==> src/rtl/vit_pkg.sv <==
// Shared Viterbi decoder definitions: metric type, modular compare, log2 helper.
package vit_pkg;

    localparam int unsigned PM_W_DEF = 8;
    // Widest metric the shared compare helper supports.
    localparam int unsigned PM_MAX_W = 32;

    typedef logic [PM_W_DEF-1:0] pm_t;

    // Ceiling log2; returns 0 for v <= 1.
    function automatic int unsigned clog2(input int unsigned v);
        int unsigned r;
        r = 0;
        while ((64'd1 << r) < 64'(v)) r = r + 1;
        return r;
    endfunction

    // a beats b iff (a - b) mod 2^w has its MSB set; equal values never beat each other.
    function automatic logic pm_better(input logic [PM_MAX_W-1:0] a,
                                       input logic [PM_MAX_W-1:0] b,
                                       input int unsigned         w);
        logic [PM_MAX_W-1:0] d;
        logic [PM_MAX_W-1:0] s;
        d = a - b;
        s = d >> (w - 1);
        return s[0];
    endfunction

endpackage

==> src/rtl/pm_cmp_tree.sv <==
// Combinational winner-select tree across LANES metrics of one beat.
module pm_cmp_tree
    import vit_pkg::*;
#(
    parameter int unsigned LANES = 32,
    parameter int unsigned PM_W  = 8
) (
    input  logic [LANES*PM_W-1:0]  pm_i,
    output logic [PM_W-1:0]        win_pm_o,
    output logic [clog2(LANES)-1:0] win_lane_o
);

    localparam int unsigned LW = clog2(LANES);

    // Heap-ordered tree: leaves at LANES..2*LANES-1, root at 1; the left child always
    // holds the lower lanes, so it wins on a tie.
    always_comb begin : tree
        logic [PM_W-1:0] node_pm   [2*LANES];
        logic [LW-1:0]   node_lane [2*LANES];
        node_pm[0]   = '0;
        node_lane[0] = '0;
        for (int unsigned k = 0; k < LANES; k++) begin
            node_pm[LANES+k]   = pm_i[k*PM_W +: PM_W];
            node_lane[LANES+k] = LW'(k);
        end
        for (int unsigned n = LANES - 1; n >= 1; n--) begin
            if (pm_better(PM_MAX_W'(node_pm[2*n+1]), PM_MAX_W'(node_pm[2*n]), PM_W)) begin
                node_pm[n]   = node_pm[2*n+1];
                node_lane[n] = node_lane[2*n+1];
            end else begin
                node_pm[n]   = node_pm[2*n];
                node_lane[n] = node_lane[2*n];
            end
        end
        win_pm_o   = node_pm[1];
        win_lane_o = node_lane[1];
    end

endmodule

==> src/rtl/pm_min_search.sv <==
// Streamed, back-pressurable minimum-path-metric search over one trellis step.
module pm_min_search
    import vit_pkg::*;
#(
    parameter int unsigned PM_W     = 8,
    parameter int unsigned N_STATES = 64,
    parameter int unsigned LANES    = 32
) (
    input  logic                       clk,
    input  logic                       rst,
    input  logic                       in_valid,
    output logic                       in_ready,
    input  logic [LANES*PM_W-1:0]      in_pm,
    input  logic                       in_last,
    output logic                       out_valid,
    input  logic                       out_ready,
    output logic [PM_W-1:0]            out_pm,
    output logic [clog2(N_STATES)-1:0] out_idx,
    output logic                       err_framing
);

    localparam int unsigned BEATS = N_STATES / LANES;
    localparam int unsigned IDX_W = clog2(N_STATES);
    localparam int unsigned LW    = clog2(LANES);
    localparam int unsigned CNT_W = (BEATS > 1) ? clog2(BEATS) : 1;

    logic             en;
    logic             accept;
    logic             is_last;
    logic [CNT_W-1:0] beat_cnt_q, beat_cnt_d;
    logic [PM_W-1:0]  tree_pm;
    logic [LW-1:0]    tree_lane;
    logic [IDX_W-1:0] s1_idx_d;
    logic             s1_valid_q, s1_last_q;
    logic [PM_W-1:0]  s1_pm_q;
    logic [IDX_W-1:0] s1_idx_q;
    logic             acc_valid_q;
    logic [PM_W-1:0]  acc_pm_q;
    logic [IDX_W-1:0] acc_idx_q;
    logic             take_s1;
    logic [PM_W-1:0]  cmb_pm_d;
    logic [IDX_W-1:0] cmb_idx_d;
    logic             out_valid_q;
    logic [PM_W-1:0]  out_pm_q;
    logic [IDX_W-1:0] out_idx_q;
    logic             err_q;

    pm_cmp_tree #(
        .LANES (LANES),
        .PM_W  (PM_W)
    ) u_tree (
        .pm_i       (in_pm),
        .win_pm_o   (tree_pm),
        .win_lane_o (tree_lane)
    );

    // Handshake, beat framing and the stage-2 merge against the accumulator.
    always_comb begin
        en         = !(out_valid_q && !out_ready);
        in_ready   = en && !rst;
        accept     = in_valid && in_ready;
        is_last    = (beat_cnt_q == CNT_W'(BEATS - 1));
        beat_cnt_d = is_last ? '0 : beat_cnt_q + 1'b1;
        s1_idx_d   = (IDX_W'(beat_cnt_q) << LW) | IDX_W'(tree_lane);
        // Accumulator holds earlier beats, so it keeps ties.
        take_s1    = !acc_valid_q ||
                     pm_better(PM_MAX_W'(s1_pm_q), PM_MAX_W'(acc_pm_q), PM_W);
        cmb_pm_d   = take_s1 ? s1_pm_q  : acc_pm_q;
        cmb_idx_d  = take_s1 ? s1_idx_q : acc_idx_q;
    end

    // Pipeline registers, beat counter, result holding and sticky framing error.
    always_ff @(posedge clk) begin
        if (rst) begin
            beat_cnt_q  <= '0;
            s1_valid_q  <= 1'b0;
            s1_last_q   <= 1'b0;
            s1_pm_q     <= '0;
            s1_idx_q    <= '0;
            acc_valid_q <= 1'b0;
            acc_pm_q    <= '0;
            acc_idx_q   <= '0;
            out_valid_q <= 1'b0;
            out_pm_q    <= '0;
            out_idx_q   <= '0;
            err_q       <= 1'b0;
        end else begin
            if (out_ready) out_valid_q <= 1'b0;
            if (accept && (in_last != is_last)) err_q <= 1'b1;
            if (en) begin
                s1_valid_q <= accept;
                if (accept) begin
                    s1_pm_q    <= tree_pm;
                    s1_idx_q   <= s1_idx_d;
                    s1_last_q  <= is_last;
                    beat_cnt_q <= beat_cnt_d;
                end
                if (s1_valid_q) begin
                    if (s1_last_q) begin
                        out_pm_q    <= cmb_pm_d;
                        out_idx_q   <= cmb_idx_d;
                        out_valid_q <= 1'b1;
                        acc_valid_q <= 1'b0;
                    end else begin
                        acc_pm_q    <= cmb_pm_d;
                        acc_idx_q   <= cmb_idx_d;
                        acc_valid_q <= 1'b1;
                    end
                end
            end
        end
    end

    assign out_valid   = out_valid_q;
    assign out_pm      = out_pm_q;
    assign out_idx     = out_idx_q;
    assign err_framing = err_q;

endmodule

==> config.mk <==
export PLATFORM = sky130hd
export DESIGN_NAME = pm_min_search
export DESIGN_NICKNAME = d
export VERILOG_FILES = /design/src/rtl/vit_pkg.sv /design/src/rtl/pm_cmp_tree.sv /design/src/rtl/pm_min_search.sv
export SDC_FILE = /design/constraint.sdc
export NUM_CORES = 1
export LEC_CHECK = 0
export BUFFER_PORTS_ARGS = -buffer_cell sky130_fd_sc_hd__buf_2
export CAP_MARGIN = 20
export CORE_UTILIZATION = 50
export CTS_CLUSTER_DIAMETER = 40
export CTS_CLUSTER_SIZE = 24
export DETAILED_ROUTE_END_ITERATION = 12
export GPL_ROUTABILITY_DRIVEN = 0
export PLACE_DENSITY = 0.75
export REMOVE_ABC_BUFFERS = 1
export SYNTH_ARGS = -nofsm -noshare
export SYNTH_HDL_FRONTEND = slang
export SYNTH_SLANG_ARGS = --single-unit
==> constraint.sdc <==
create_clock -name clk -period 13.7 [get_ports clk]
set_clock_uncertainty 0.05 [all_clocks]
set_input_delay 0.685 -clock clk [delete_from_list [all_inputs] [get_ports clk]]
set_output_delay 0.685 -clock clk [all_outputs]
set_load 0.03 [all_outputs]
==> results of run 1 <==
-- cells by family (layout without fill, tap and decap cells) --
logic type,after synthesis,after routing,synth area share [%]
muxes,158,158,14.2
xor gates and xnor gates,67,67,5.55
adders and majority gates,182,182,19.8
and+or+nand+nor,480,480,18.9
DFF,47,47,8.17
other,0,1,0
buffers and inverters,206,456,6.84
AOI/OAI and AO/OA,485,485,26.6
-- registers in the layout, indices dropped and copies added, names as in the netlist --
| signal | flops |
|---|---|
| acc_valid_q | 1 |
| s1_valid_q | 1 |
| out_pm | 8 |
| beat_cnt_q | 1 |
| s1_idx_q | 5 |
| err_framing | 1 |
| s1_last_q | 1 |
| acc_pm_q | 8 |
| out_idx | 6 |
| out_valid | 1 |
| acc_idx_q | 6 |
| s1_pm_q | 8 |
-- metal layers --
metal	vias up	global-route usage, %
met5	-	0
met4	0	6.05
met3	50	2.23
met2	316	44.5
met1	5432	30.6
li1	6334	-
-- how the worst min path moves through the flow --
stage                  from           end  slack, ns
2_1_floorplan  acc_idx_q[5]  acc_idx_q[5]       0.40
3_3_place_gp    err_framing   err_framing       0.40
3_5_place_dp    err_framing   err_framing       0.41
4_1_cts         err_framing   err_framing       0.42
5_1_grt        acc_idx_q[5]  acc_idx_q[5]       0.45
6_report        err_framing   err_framing       0.42
-- per-stage QoR --
step                worst slack [ns]  utilization [%]  instance area, sq um  std cells
floorplan                       3.58                -                 11300       1583
global placement                2.51             57.9                 13100       2149
detailed placement              2.38             57.9                 13100       2149
CTS                             2.66             58.6                 13300       2157
global route                    1.67             58.7                 13300       2161
finish                          2.63             58.7                 13300       2161
-- cells in the mapped netlist (all sizes together), types with 8 or more instances --
master / n
and4: 10
xnor2: 54
ha: 182
nor2b: 22
nor4: 8
nand2: 134
a21o: 36
mux2i: 123
nand4: 14
mux2: 35
a21oi: 229
inv: 164
a211oi: 25
nand2b: 9
o21ai: 95
and2: 9
nand3: 17
a31oi: 12
clkbuf: 40
dfxtp: 47
nor3: 8
nor2: 217
xor2: 13
-- critical path: cells and delay by family --
kind	cells	cell delay (ns)
simple gates	12	1.56
xor+xnor	4	2.52
fa+ha+maj	5	1.55
compound gates	18	3.83
buf+inv	6	0.60
mux	1	0.44
-- layout make-up --
type | instances | area (sq um)
multi-input combinational | 1372 | 9790
fill | 2129 | 9340
timing repair buffer | 284 | 1440
sequential | 47 | 941
inverter | 164 | 616
tap | 285 | 357
clock buffer | 6 | 139
clock inverter | 2 | 13.8
antenna | 1 | 2.50
==> flow_metrics.py, run 1 <==
metrics = {
    "floorplan": {
        "die_h_um": 154,
        "core_area_sq_mm": 0.0226,
        "io_pins": 278,
        "die_w_um": 154,
        "rows": 55,
        "start_util_pct": 50.9,
        "dieArea_sq_mm": 0.0236,
    },
    "routing": {
        "detail-route-antenna-nets": 0,
        "met2_length_um": 14200,
        "m1WireLength_um": 13700,
        "drtPass1Iterations": 7,
        "via_per_inst": 5.61,
        "wl_per_cell_um": 13.8,
        "num_vias": 12100,
        "met3WireLength_um": 1250,
        "top_layer_used": "met4",
        "wirelength_um": 29800,
        "drt_iter0_drc": 587,
        "drc": 0,
    },
    "yosys": {
        "async_flop_share_pct": 0,
        "yosysUniqueCellTypes": 82,
        "synth_area_sq_mm": 0.0115,
        "yosysSeqAreaShare_pct": 8.17,
        "synthCells": 1625,
        "synth_seq_cells": 47,
        "yosysTopAreaCell": "ha_1",
        "ys_top_cells_by_area": "ha_1 (20%), mux2i_1 (11%), a21oi_1 (9.4%)",
        "synth_warnings": 0,
        "synth_top_area_share_pct": 19.8,
        "synth_flop_cell": "dfxtp_1",
        "avgSynthCellArea_sq_um": 7.09,
        "synth-edff-count": 0,
    },
    "final_layout": {
        "final_cell_mix": "buf_2 (277), a21oi_1 (217), nor2_1 (216), ha_1 (182), inv_1 (164)",
        "area_growth_pct": 15.4,
        "final_nets": 2317,
        "final_common_cell": "buf_2",
        "final_layout_size_suffix_gt1_share_pct": 19.9,
    },
    "clock_network": {
        "cts_tree": "built",
        "clk_latency_ns": 0.29,
        "cts.path.max_buffers": 2,
        "postCtsSetupBuffers": 0,
        "cts_resized": 0,
        "clk_pin_slew_ns": 0.06,
        "htreeDepth": 2,
        "clkSinkCount": 47,
        "cts_buffers": 5,
        "cts-root-buf": "clkbuf_16",
        "cts_hold_repair.buffers": 0,
    },
    "worst_setup_path": {
        "cp_slowest_cell": "xnor2_1",
        "criticalPathCategory": "input pin to flop",
        "setup.worst_path.start_class": "input pin",
        "r2r_end": "acc_idx_q[1]",
        "worstPathArrival_ns": 11.20,
        "rr_worst_depth": 13,
        "ff2ff_setup_slack_ns": 10.18,
        "worstReg2RegStart": "s1_pm_q[1]",
        "critPathCapture": "s1_pm_q[0]",
        "critical_path.startpoint": "in_pm[246]",
        "path_max_fanout": 18,
        "cpPeakStageDelay_ns": 0.83,
        "worstPathRequired_ns": 13.83,
        "cp-end-kind": "flop",
    },
    "global_route": {
        "grt_antenna_before_repair": 1,
        "grt_pass1_wl_um": 49400,
        "grt_pass1_vias": 11200,
        "grt_max_degree": 49,
        "track_usage_pct": 24.4,
        "grt-ovfl-total": 0,
    },
    "run_status": {
        "status": "finished clean",
    },
    "timing": {
        "setup_viol": 0,
        "relSlewSlack_pct": 23.2,
        "setup-tns-final_ns": 0,
        "final.min_clock_period_ns": 11.07,
        "max_freq_ghz": 0.0903,
        "rsz0062_at_grt": "no",
        "holdWs_ns": 0.421,
        "hold_violations": 0,
        "finalMaxSlewViolations": 0,
        "worst_pin_slew_ns": 1.14,
        "fin_crit_sh_pct": 80.8,
    },
    "placed_design": {
        "portBuffers": 277,
        "dpl.hpwl_um": 25800,
    },
    "hold_path": {
        "hold_depth": 2,
        "hold_class": "flop to flop",
    },
    "job": {
        "max_cap_violations": 0,
    },
}
Power of run 1 is not shown: default switching activity piles up to over one toggle a cycle in this logic, so the estimate is an artifact.
==> inputs of run 2 (changes only) <==
--- a/config.mk
+++ b/config.mk
@@ -5,6 +5,7 @@
 export SDC_FILE = /design/constraint.sdc
 export NUM_CORES = 1
 export LEC_CHECK = 0
+export ABC_AREA = 1
 export BUFFER_PORTS_ARGS = -buffer_cell sky130_fd_sc_hd__buf_2
 export CAP_MARGIN = 20
 export CORE_UTILIZATION = 50
@@ -12,7 +13,7 @@
 export CTS_CLUSTER_SIZE = 24
 export DETAILED_ROUTE_END_ITERATION = 12
 export GPL_ROUTABILITY_DRIVEN = 0
-export PLACE_DENSITY = 0.75
+export PLACE_DENSITY = 0.79
 export REMOVE_ABC_BUFFERS = 1
 export SYNTH_ARGS = -nofsm -noshare
 export SYNTH_HDL_FRONTEND = slang
==> constraint.sdc (replaced) <==
create_clock -name clk -period 9.5 [get_ports clk]
set_clock_uncertainty 0.05 [all_clocks]
set_input_delay 0.475 -clock clk [delete_from_list [all_inputs] [get_ports clk]]
set_output_delay 0.475 -clock clk [all_outputs]
set_load 0.03 [all_outputs]
==> run 2 against run 1 <==
Against the previous run:
- cell area shrank 6.1%
- critical path depth down 1
- non-clock buffer count is 5 lower
- critical path type unchanged
- critical endpoint is now s1_pm_q[2]
- highest routed layer is now met5
==> flow_metrics.py, run 2 <==
metrics = {
    "final_layout": {
        "final_layout_size_suffix_gt1_share_pct": 17.5,
        "n_fill_cell": 2092,
        "final_cell_mix": "nand2_1 (643), buf_2 (277), inv_1 (255), ha_1 (182), o21ai_0 (181)",
        "final_nets": 2584,
        "antennaDiodeCount": 0,
        "final_common_cell": "nand2_1",
        "area_growth_pct": 16.3,
        "final_area_sq_mm": 0.0125,
    },
    "pwr": {
        "p_clk_share_pct": 3.6,
        "power_frac_seq_pct": 4.8,
        "comb_power_share_pct": 91.6,
        "peakVddDrop_v": 0.000502,
        "switching_share_pct": 61.7,
        "cellPowerDensity_mw_per_mm2": 400,
        "power_switching_mw": 3.08,
        "intPower_mw": 1.92,
        "cellLeakagePower_nw": 7.26,
    },
    "yosys": {
        "synth_common_cells": "nand2_1 (644), inv_1 (255), o21ai_0 (190)",
        "synth_warnings": 0,
        "synthCells": 1897,
        "synth_seq_cells": 47,
        "yosysUniqueCellTypes": 36,
        "synth_top_area_share_pct": 22.5,
        "synth_flop_cell": "dfxtp_1",
        "async_flop_share_pct": 0,
        "synth_most_common_cell": "nand2_1",
        "yosysSeqAreaShare_pct": 8.76,
        "ys_top_cells_by_area": "nand2_1 (22%), ha_1 (21%), inv_1 (8.9%)",
        "synth_area_sq_mm": 0.0107,
        "avgSynthCellArea_sq_um": 5.66,
        "synth-edff-count": 0,
        "yosysTopAreaCell": "nand2_1",
    },
    "timing": {
        "max_freq_ghz": 0.116,
        "setup-tns-final_ns": 0,
        "relSlewSlack_pct": 53.0,
        "finalMaxSlewViolations": 0,
        "setup_ws_ns": 0.873,
        "fin_crit_sh_pct": 90.8,
        "final.min_clock_period_ns": 8.63,
        "hold_violations": 0,
        "worst_pin_slew_ns": 0.704,
        "rsz0062_at_grt": "no",
        "setup_viol": 0,
    },
    "hold_path": {
        "hold_class": "flop to flop",
        "hold_depth": 2,
    },
    "routing": {
        "detail-route-antenna-nets": 0,
        "drtPass1Iterations": 6,
        "num_vias": 12500,
        "via_per_inst": 5.15,
        "drc": 0,
        "drt_iter0_drc": 545,
        "wl_per_cell_um": 11.9,
        "wirelength_um": 28700,
    },
    "clock_network": {
        "cts.path.max_buffers": 2,
        "clk_latency_ns": 0.28,
        "cts_tree": "built",
        "cts_hold_repair.buffers": 0,
        "clk_pin_slew_ns": 0.06,
        "htreeDepth": 2,
        "clkSinkCount": 47,
        "cts-root-buf": "clkbuf_16",
        "cts_buffers": 5,
    },
    "worst_setup_path": {
        "cpPeakStageDelay_ns": 0.44,
        "cp_common_cell": "nand2_1",
        "criticalPathCategory": "input pin to flop",
        "worstPathRequired_ns": 9.60,
        "cp-end-kind": "flop",
        "path_max_fanout": 16,
        "rr_worst_depth": 10,
        "cp_slowest_cell": "o21ai_0",
        "setup.worst_path.start_class": "input pin",
        "worstPathArrival_ns": 8.72,
    },
    "job": {
        "max_cap_violations": 0,
    },
    "floorplan": {
        "start_util_pct": 51.1,
        "rows": 53,
        "core_area_sq_mm": 0.0210,
        "die_w_um": 149,
        "die_h_um": 149,
        "dieArea_sq_mm": 0.0221,
        "io_pins": 278,
    },
    "global_route": {
        "grt_pass1_wl_um": 48200,
        "grt_pass1_vias": 11400,
        "grt-ovfl-total": 0,
        "grt_antenna_before_repair": 2,
        "track_usage_pct": 25.6,
        "grt_max_degree": 32,
    },
    "placed_design": {
        "place_ws_ns": 0.487,
        "portBuffers": 277,
        "placed_area_sq_mm": 0.0123,
        "dpl.hpwl_um": 25200,
    },
    "run_status": {
        "status": "finished clean",
    },
}
[run 2: cell types whose count changed after synthesis, moves of 110 or more]
cell     previous run  this run
nand3_1            17       156
o21ai_0            69       190
mux2i_1           121         2
nor2_1            216        71
nand2_1           134       644
a21oi_1           217       107
[run 2: per-layer routing]
layer | wire, um | part of all wire, % | track usage, % | vias up
li1 | - | - | - | 6699
met1 | 13500 | 47 | 32.9 | 5409
met2 | 13400 | 47 | 45.7 | 297
met3 | 1420 | 5.0 | 3.01 | 45
met4 | 430 | 1.5 | 4.90 | 2
met5 | 8 | 0.028 | 0 | -
[run 2: cell type report]
type / count / area (sq um) / area share (%)
multi-input cells: 1536 / 8630 / 69.1
repair buffers: 279 / 1400 / 11.2
inverters: 272 / 1020 / 8.17
flip-flops and latches: 47 / 941 / 7.53
well taps: 275 / 344 / 2.75
clock buffers: 8 / 156 / 1.25
[run 2: metrics by stage]
stage	hold WS (ns)	util (%)	instances	power (mW)
2_1_floorplan	0.369	-	1855	3.76
3_3_place_gp	0.383	58.6	2409	4.60
3_5_place_dp	0.389	58.6	2409	4.76
4_1_cts	0.399	59.4	2417	4.96
5_1_grt	0.422	59.4	2417	5.67
6_report	0.393	59.4	2417	5.00
[run 2: cell families after synthesis]
| family | count (synthesis) | share of synthesized area (%) |
|---|---|---|
| multiplexers | 5 | 0.547 |
| flip-flops | 47 | 8.76 |
| buffers and inverters | 314 | 11.0 |
| AND/OR/NAND/NOR | 950 | 37.5 |
| adder cells (fa/ha/maj) | 182 | 21.2 |
| XOR/XNOR | 27 | 2.20 |
| AO/OA/AOI/OAI | 372 | 18.8 |
[run 2: path summary, 6_finish.rpt]
kind                              startpoint            to  slack, ns
worst min-delay path            acc_idx_q[5]  acc_idx_q[5]       0.39
worst max register to register    s1_pm_q[2]   acc_pm_q[2]       7.09
worst max-delay path               in_pm[70]    s1_pm_q[2]       0.87
worst min register to register  acc_idx_q[5]  acc_idx_q[5]       0.39
[run 2: power groups by stage]
stage | Combinational [mW] | Clock [mW] | Sequential [mW]
5_1_grt | 5.23 | 0.193 | 0.243
3_3_place_gp | 4.36 | 0 | 0.244
4_1_cts | 4.53 | 0.185 | 0.240
3_5_place_dp | 4.52 | 0 | 0.244
2_1_floorplan | 3.51 | 0 | 0.241
6_report | 4.58 | 0.180 | 0.240
[run 2: what timing repair did]
action,CTS,global route
setup buffers,0,0
setup endpoints to repair,0,13
resized for setup,0,11
[run 2: critical path: cells and delay by family]
family,cells,cell delay (ns)
AO/OA/AOI/OAI,13,3.26
adder cells (fa/ha/maj),5,1.57
AND/OR/NAND/NOR,21,2.50
buffers and inverters,6,0.90
Power figures use the tool's default switching activity.
